==> config.mk <==
export PLATFORM = sky130hd
export DESIGN_NAME = ah_rr_arb_mux
export DESIGN_NICKNAME = d
export VERILOG_FILES = /design/src/rtl/ah_rr_arb_mux.sv
export SDC_FILE = /design/constraint.sdc
export NUM_CORES = 1
export LEC_CHECK = 0
export BUFFER_PORTS_ARGS = -buffer_cell sky130_fd_sc_hd__buf_2
export CAP_MARGIN = 5
export CORE_MARGIN = 3
export CORE_UTILIZATION = 48
export DETAILED_ROUTE_END_ITERATION = 7
export PLACE_DENSITY_LB_ADDON = 0.12
export REMOVE_ABC_BUFFERS = 1
export SYNTH_ARGS = -nofsm -noshare
export SYNTH_HDL_FRONTEND = slang
export SYNTH_SLANG_ARGS = --single-unit
==> constraint.sdc <==
create_clock -name clk -period 7.3 [get_ports clk]
set_input_delay 1.46 -clock clk [delete_from_list [all_inputs] [get_ports clk]]
set_output_delay 1.46 -clock clk [all_outputs]
set_load 0.005 [all_outputs]
==> src/rtl/ah_rr_arb_mux.sv <==
// Packet-aware round-robin arbiter/mux: NUM_ING valid/ready streams onto one registered
// egress channel, holding the grant from a packet's first beat through its EOP beat.
module ah_rr_arb_mux #(
  parameter int unsigned NUM_ING = 4,
  parameter int unsigned DATA_W  = 34,
  parameter int unsigned EOP_BIT = 33,
  parameter int unsigned SEL_W   = 2
) (
  input  logic                      clk,
  input  logic                      rst,
  input  logic [NUM_ING*DATA_W-1:0] ing_data,
  input  logic [NUM_ING-1:0]        ing_valid,
  output logic [NUM_ING-1:0]        ing_ready,
  output logic [DATA_W-1:0]         egr_data,
  output logic                      egr_valid,
  input  logic                      egr_ready,
  output logic [SEL_W-1:0]          egr_src,
  output logic                      busy
);

  typedef enum logic {StIdle, StLocked} state_e;

  state_e              r_state, w_state_d;
  logic [SEL_W-1:0]    r_rr_ptr, w_rr_ptr_d;
  logic [SEL_W-1:0]    r_cur_grant, w_cur_grant_d;
  logic [DATA_W-1:0]   r_egr_data;
  logic [SEL_W-1:0]    r_egr_src;
  logic                r_egr_valid;

  logic                w_found;
  logic [SEL_W-1:0]    w_winner;
  logic [SEL_W-1:0]    w_sel;
  logic                w_req;
  logic                w_slot_free;
  logic                w_xfer;
  logic                w_eop;
  logic [DATA_W-1:0]   w_beat;

  function automatic logic [SEL_W-1:0] f_wrap(input logic [SEL_W-1:0] base,
                                              input int unsigned off);
    int unsigned sum;
    sum = (32'(base) + off) % NUM_ING;
    return SEL_W'(sum);
  endfunction

  // Rotating priority encoder: first valid requester at or after r_rr_ptr.
  always_comb begin
    w_found  = 1'b0;
    w_winner = '0;
    for (int unsigned k = 0; k < NUM_ING; k++) begin
      if (!w_found && ing_valid[f_wrap(r_rr_ptr, k)]) begin
        w_found  = 1'b1;
        w_winner = f_wrap(r_rr_ptr, k);
      end
    end
  end

  always_comb begin
    w_slot_free = !r_egr_valid || egr_ready;
    w_sel       = (r_state == StLocked) ? r_cur_grant : w_winner;
    w_req       = (r_state == StLocked) ? 1'b1 : w_found;
    w_xfer      = w_req && w_slot_free && ing_valid[w_sel];
    ing_ready   = '0;
    if (w_req && w_slot_free && !rst) begin
      ing_ready = NUM_ING'(1) << w_sel;
    end
  end

  always_comb begin
    w_beat = '0;
    for (int unsigned i = 0; i < NUM_ING; i++) begin
      if (w_sel == SEL_W'(i)) begin
        w_beat = ing_data[i*DATA_W +: DATA_W];
      end
    end
    w_eop = w_beat[EOP_BIT];
  end

  always_comb begin
    w_state_d     = r_state;
    w_rr_ptr_d    = r_rr_ptr;
    w_cur_grant_d = r_cur_grant;
    unique case (r_state)
      StIdle: begin
        if (w_xfer && w_eop) begin
          w_rr_ptr_d = f_wrap(w_winner, 1);
        end else if (w_xfer) begin
          w_state_d     = StLocked;
          w_cur_grant_d = w_winner;
        end
      end
      StLocked: begin
        if (w_xfer && w_eop) begin
          w_state_d  = StIdle;
          w_rr_ptr_d = f_wrap(r_cur_grant, 1);
        end
      end
      default: w_state_d = StIdle;
    endcase
  end

  always_ff @(posedge clk or posedge rst) begin
    if (rst) begin
      r_state     <= StIdle;
      r_rr_ptr    <= '0;
      r_cur_grant <= '0;
      r_egr_data  <= '0;
      r_egr_src   <= '0;
      r_egr_valid <= 1'b0;
    end else begin
      r_state     <= w_state_d;
      r_rr_ptr    <= w_rr_ptr_d;
      r_cur_grant <= w_cur_grant_d;
      if (w_xfer) begin
        r_egr_data  <= w_beat;
        r_egr_src   <= w_sel;
        r_egr_valid <= 1'b1;
      end else if (egr_ready) begin
        r_egr_valid <= 1'b0;
      end
    end
  end

  assign egr_data  = r_egr_data;
  assign egr_src   = r_egr_src;
  assign egr_valid = r_egr_valid;
  assign busy      = (r_state == StLocked);

endmodule

Word level (Yosys, flattened, before mapping)
Index checks and enable logic that the tools add are counted.

operators by class
  add/subtract/negate cells = 5
  $lt $le $gt $ge = 5
  equality and inequality tests = 5
  shift operators = 1
  mux-type cells = 34
  bitwise operators = 2
  reductions and logical operators = 17

operator list
  cell                 count
  $mux 34              4
  $lt 2x3->1 const B   5
  $mux 1               15
  $mux 2               7
  $bmux 1 s2           5
  $logic_and 1x1->1    7
  $add 2x1->2 const B  3
  $logic_not 1->1      5
  $add 2x2->2 const B  2
  $eq 2x2->1 const B   2
  $mux 4               1
  $pmux 2 s2           1
  $shl 1x2->4 const A  1
  $reduce_and 3->1     1
  $eq 2x1->1 const B   1
  $logic_not 2->1      1
  $ne 2x1->1 const B   1
  $ne 2x2->1 const B   1
  $not 1->1            2
  $pmux 1 s2           1
  $reduce_and 2->1     1
  $reduce_bool 2->1    1
  $logic_or 1x1->1     1

word-level totals
  flip-flop bits (word level) = 42
  input port bits = 143
  output and inout bits = 42
  word-level logic and storage cells = 75

Depth between registers and ports, before layout
  depth in word-level cells = 21
  depth in mapped cells = 14
  depth with buffers taken out = 11

Least setup slack after synthesis
Ideal clock, no wire load.

  path kind = input to output
  from = input ing_valid[0]
  to = output ing_ready[2]
  arrival = 3.265 ns
  data required time = 5.840 ns
  slack = 2.575 ns
  stages = 9
  path buffers = 3
  path through = nor2b_1 or4b_1 nand3_1 inv_1 ha_1 clkbuf_1 clkbuf_1 clkbuf_1 and2_1

between the ends
  elaborated cells on any way between the ends = 28
  classes of those cells = 1 x shift; 19 x mux; 8 x reduce/logical

RTL lines
  element                       RTL line  RTL
  from (decl)                   12        input logic [NUM_ING-1:0] ing_valid,
  $bmux 1 s2                    51        if (!w_found && ing_valid[f_wrap(r_rr_ptr, k)]) begin
  $mux 1 (implied by the code)  51
  $mux 1                        51
  $logic_not 1->1               51
  $logic_and 1x1->1             51
  $mux 1                        51
  $logic_not 1->1               51
  $logic_and 1x1->1             51
  $mux 1                        51
  $logic_not 1->1               51
  $logic_and 1x1->1             51
  $mux 2 (*)                    51
  $mux 2 (*)                    60        w_sel = (r_state == StLocked) ? r_cur_grant : w_winner;
  via w_sel[0]                  32        logic [SEL_W-1:0] w_sel;
  $shl 1x2->4 (*)               65        ing_ready = NUM_ING'(1) << w_sel;
  $mux 4 (*)                    64        if (w_req && w_slot_free && !rst) begin
  to (decl)                     13        output logic [NUM_ING-1:0] ing_ready,

Mark *: on every way through the listed nets, which the timed path passes. The rest lies on a longest branch. The select of a mux whose other input is x is not followed.

Worst setup path in the final report
  from = input ing_valid[0]
  to = output ing_ready[1]

The elaborated chain is that of the path after synthesis.

==> impl_metrics.py <==
metrics = {
    "final_layout": {
        "postLayoutCellArea_mm2": 0.004130,
        "post-route-util_pct": 67.75,
        "num_antenna_cells": 0,
        "num-nets-final": 661,
        "post_route_cells_drive_above_1_share_pct": 48.16,
        "total_area_of_multi_input_combinational_cells_mm2": 0.001914,
        "register_area_mm2": 0.001051,
        "layout.filler_cells": 549,
        "areaGrowthSynthToFinish_pct": 32.73,
    },
    "floorplanning": {
        "ioPinCount": 185,
        "initial_core_util_pct": 51.05,
        "die_area_mm2": 0.007485,
        "die_width_um": 86.52,
        "chipHeight_um": 86.52,
        "core-area_mm2": 0.006096,
        "placement_row_count": 28,
    },
    "setup_path": {
        "most_used_cell_along_the_critical_path": "sky130_fd_sc_hd__buf_2",
        "timing.critical_path.cells": "buf_2 -> nor2b_1 -> or4b_1 -> nand3_1 -> ha_1 -> buf_4 -> and2_1 -> buf_2",
        "worstPathRequired_ps": 5840,
        "slowest_delay_ps": 590,
        "critical_path.startpoint": "ing_valid[0]",
        "critical_path.max_fanout": 20,
        "slowest_stage": "sky130_fd_sc_hd__or4b_1",
        "cp_data_arrival_time_ps": 3730,
        "critPathCaptureType": "primary output",
        "critPathKind": "input port to primary output",
        "critical_path.startpoint_type": "input port",
    },
    "yosys": {
        "synthTopCellsByCount": "sky130_fd_sc_hd__dfrtp_1 (42), sky130_fd_sc_hd__nand2_1 (38), sky130_fd_sc_hd__o21ai_0 (38)",
        "async_flop_share_pct": 100.0,
        "yosys.cell_count.top_type": "sky130_fd_sc_hd__dfrtp_1",
        "number_of_instances_in_the_synthesized_netlist": 347,
        "synth-main-ff-cell": "sky130_fd_sc_hd__dfrtp_1",
        "netlist_area_mm2": 0.003112,
        "synthesis.yosys.warnings": 0,
        "synth_area_leaders": "sky130_fd_sc_hd__dfrtp_1 (34%), sky130_fd_sc_hd__mux2_4 (14%), sky130_fd_sc_hd__a22oi_1 (7.7%), sky130_fd_sc_hd__o21ai_0 (6.1%), sky130_fd_sc_hd__a21oi_1 (6.0%)",
        "library_cell_with_the_largest_summed_area_after_synthesis": "sky130_fd_sc_hd__dfrtp_1",
        "synth_top_area_share_pct": 33.78,
        "synth.ff_latch_count": 42,
        "postSynthAreaPerCell_um2": 8.968,
        "synth-edff-count": 0,
        "post_synth_num_cell_types": 45,
        "seq_area_frac_synth_pct": 33.78,
    },
    "cts": {
        "cts_sinks": 42,
        "cts-htree-levels": 2,
        "tritoncts_clock_tree": "done",
        "ctsLongestPathBuffers": 2,
        "worst_skew_pair.late_latency_ps": 290,
        "postcts_resize_cnt": 0,
        "path_clk_slew_ps": 80,
        "cts_root_buf": "sky130_fd_sc_hd__clkbuf_8",
        "hold_buffer_count_at_cts": 0,
        "tritoncts.num_buffers": 5,
        "postCtsSetupBuffers": 0,
    },
    "sta": {
        "tightest_slew_ps": 920.4,
        "final_max_slew_viols": 0,
        "max_freq_mhz": 192.8,
        "finClkSkew_ps": 2.474,
        "final_report_hold_violation_count": 0,
        "whs_ps": 505.5,
        "timing.final.ws_setup_ps": 2113,
        "worst_slew_margin_rel_pct": 38.55,
        "setup_repair_after_global_routing_missed_its_margin": "false",
        "period_share_pct": 71.06,
        "min_clock_period_post_route_ps": 5187,
        "setup_viol": 0,
        "setup-tns-final_ps": 0,
    },
    "placement": {
        "detailedPlace.worstSlack_ps": 2111,
        "placement.io_buffers": 184,
        "detailed_place_hpwl_um": 6835,
        "place_area_mm2": 0.004035,
        "globalplace.congestion": 0.8838,
    },
    "global_route": {
        "total_routing_usage_gr_pct": 23.77,
        "global_route_wire_length_before_repair_um": 14320,
        "first_global_vias": 2952,
        "global_route.overflow_total": 0,
        "antenna_found_initial": 0,
        "grt_max_degree": 70,
    },
    "detailed_routing": {
        "dr_total_vias": 3150,
        "1st_pass_router_iterations": 4,
        "drt-wirelength-per-cell_um": 15.18,
        "detail_route.vias_per_cell": 5.339,
        "drc": 0,
        "detailedRoute.firstIterationViolations": 88,
        "drt-total-wl_um": 8954,
        "ant_nets": 0,
    },
    "power_and_ir_drop": {
        "max-vdd-ir-drop_mv": 0.2564,
        "power.density_mw_per_mm2": 495.0,
        "p_leak_nw": 2.094,
    },
    "run": {
        "maxCapViolCount": 0,
    },
    "min_path": {
        "hold_path.class": "flip-flop to flip-flop",
        "worstHoldStart": "r_cur_grant[1]$_DFFE_PP0P_",
    },
    "status": {
        "run_status": "complete, no violations",
    },
}
-- final cells by class --
cell class                 instances  area share, %
clock buffer                       6          1.999
timing repair buffer             188          23.02
sequential                        42          25.45
tap                               75          2.272
multi-input combinational        271          46.35
inverter                           6         0.6059
clock inverter                     2         0.3029
-- cells by family after synthesis --
logic type | after synthesis | synth area share [%]
buf+inv | 34 | 4.945
flops | 42 | 33.78
mux | 38 | 17.49
compound gates | 124 | 25.69
fa+ha+maj | 4 | 1.608
simple gates | 105 | 16.49
-- registers in the layout, indices dropped and copies added (netlist names), named ones only --
signal and flops:
egr_src 2, r_cur_grant 2, egr_data 34, r_rr_ptr 2, egr_valid 1
-- power by group --
group	switching [mW]	total (mW)	leakage (nW)	internal (mW)
clock	0.0822	0.158	0.0472	0.0761
sequential	0.0793	0.430	0.522	0.351
combinational	0.748	1.46	1.52	0.708
total	0.909	2.04	2.09	1.14
-- stage by stage --
| step | instances | total power, mW |
|---|---|---|
| after floorplan | 319 | 1.517 |
| after global placement | 582 | 1.865 |
| after detailed placement | 582 | 1.909 |
| after CTS | 590 | 2.069 |
| after global routing | 590 | 2.247 |
| final | 590 | 2.044 |
-- worst max-delay path: cells and delay by family --
family | cells | cell delay (ps)
fa+ha+maj | 1 | 580
buf+inv | 3 | 580
simple gates | 4 | 1090
-- per-layer routing --
| metal | global-route usage [%] | part of all wire (%) | up-vias |
|---|---|---|---|
| met5 | 0 | 0 | - |
| met4 | 5.099 | 1.5 | 0 |
| met3 | 4.848 | 6.9 | 8 |
| met2 | 40.13 | 51 | 122 |
| met1 | 31.52 | 40 | 1433 |
| li1 | - | - | 1587 |
-- cells in the final DEF (no fill, tap or decap), types with 5 or more instances in the layout --
| cell type | count |
|---|---|
| sky130_fd_sc_hd__nor2b_1 | 5 |
| sky130_fd_sc_hd__mux2_2 | 7 |
| sky130_fd_sc_hd__mux2_4 | 28 |
| sky130_fd_sc_hd__buf_2 | 184 |
| sky130_fd_sc_hd__clkbuf_8 | 6 |
| sky130_fd_sc_hd__nor2_1 | 37 |
| sky130_fd_sc_hd__nand2_1 | 38 |
| sky130_fd_sc_hd__dfrtp_1 | 42 |
| sky130_fd_sc_hd__o21ai_0 | 38 |
| sky130_fd_sc_hd__and2_1 | 5 |
| sky130_fd_sc_hd__a22oi_1 | 32 |
| sky130_fd_sc_hd__a21oi_1 | 37 |
-- worst paths after layout --
check                      cells after the start                          to  slack (ps)
max                                            8                ing_ready[1]        2110
min                                            1  r_cur_grant[1]$_DFFE_PP0P_         510
max reg2reg                                   12     r_rr_ptr[0]$_DFFE_PP0P_        3250
min reg2reg                                    1  r_cur_grant[1]$_DFFE_PP0P_         510
max in group asynchronous                      2    egr_data[19]$_DFFE_PP0P_        5350
min in group asynchronous                      2      egr_src[1]$_DFFE_PP0P_        1360
No activity file was read; power rests on OpenSTA's default activity.
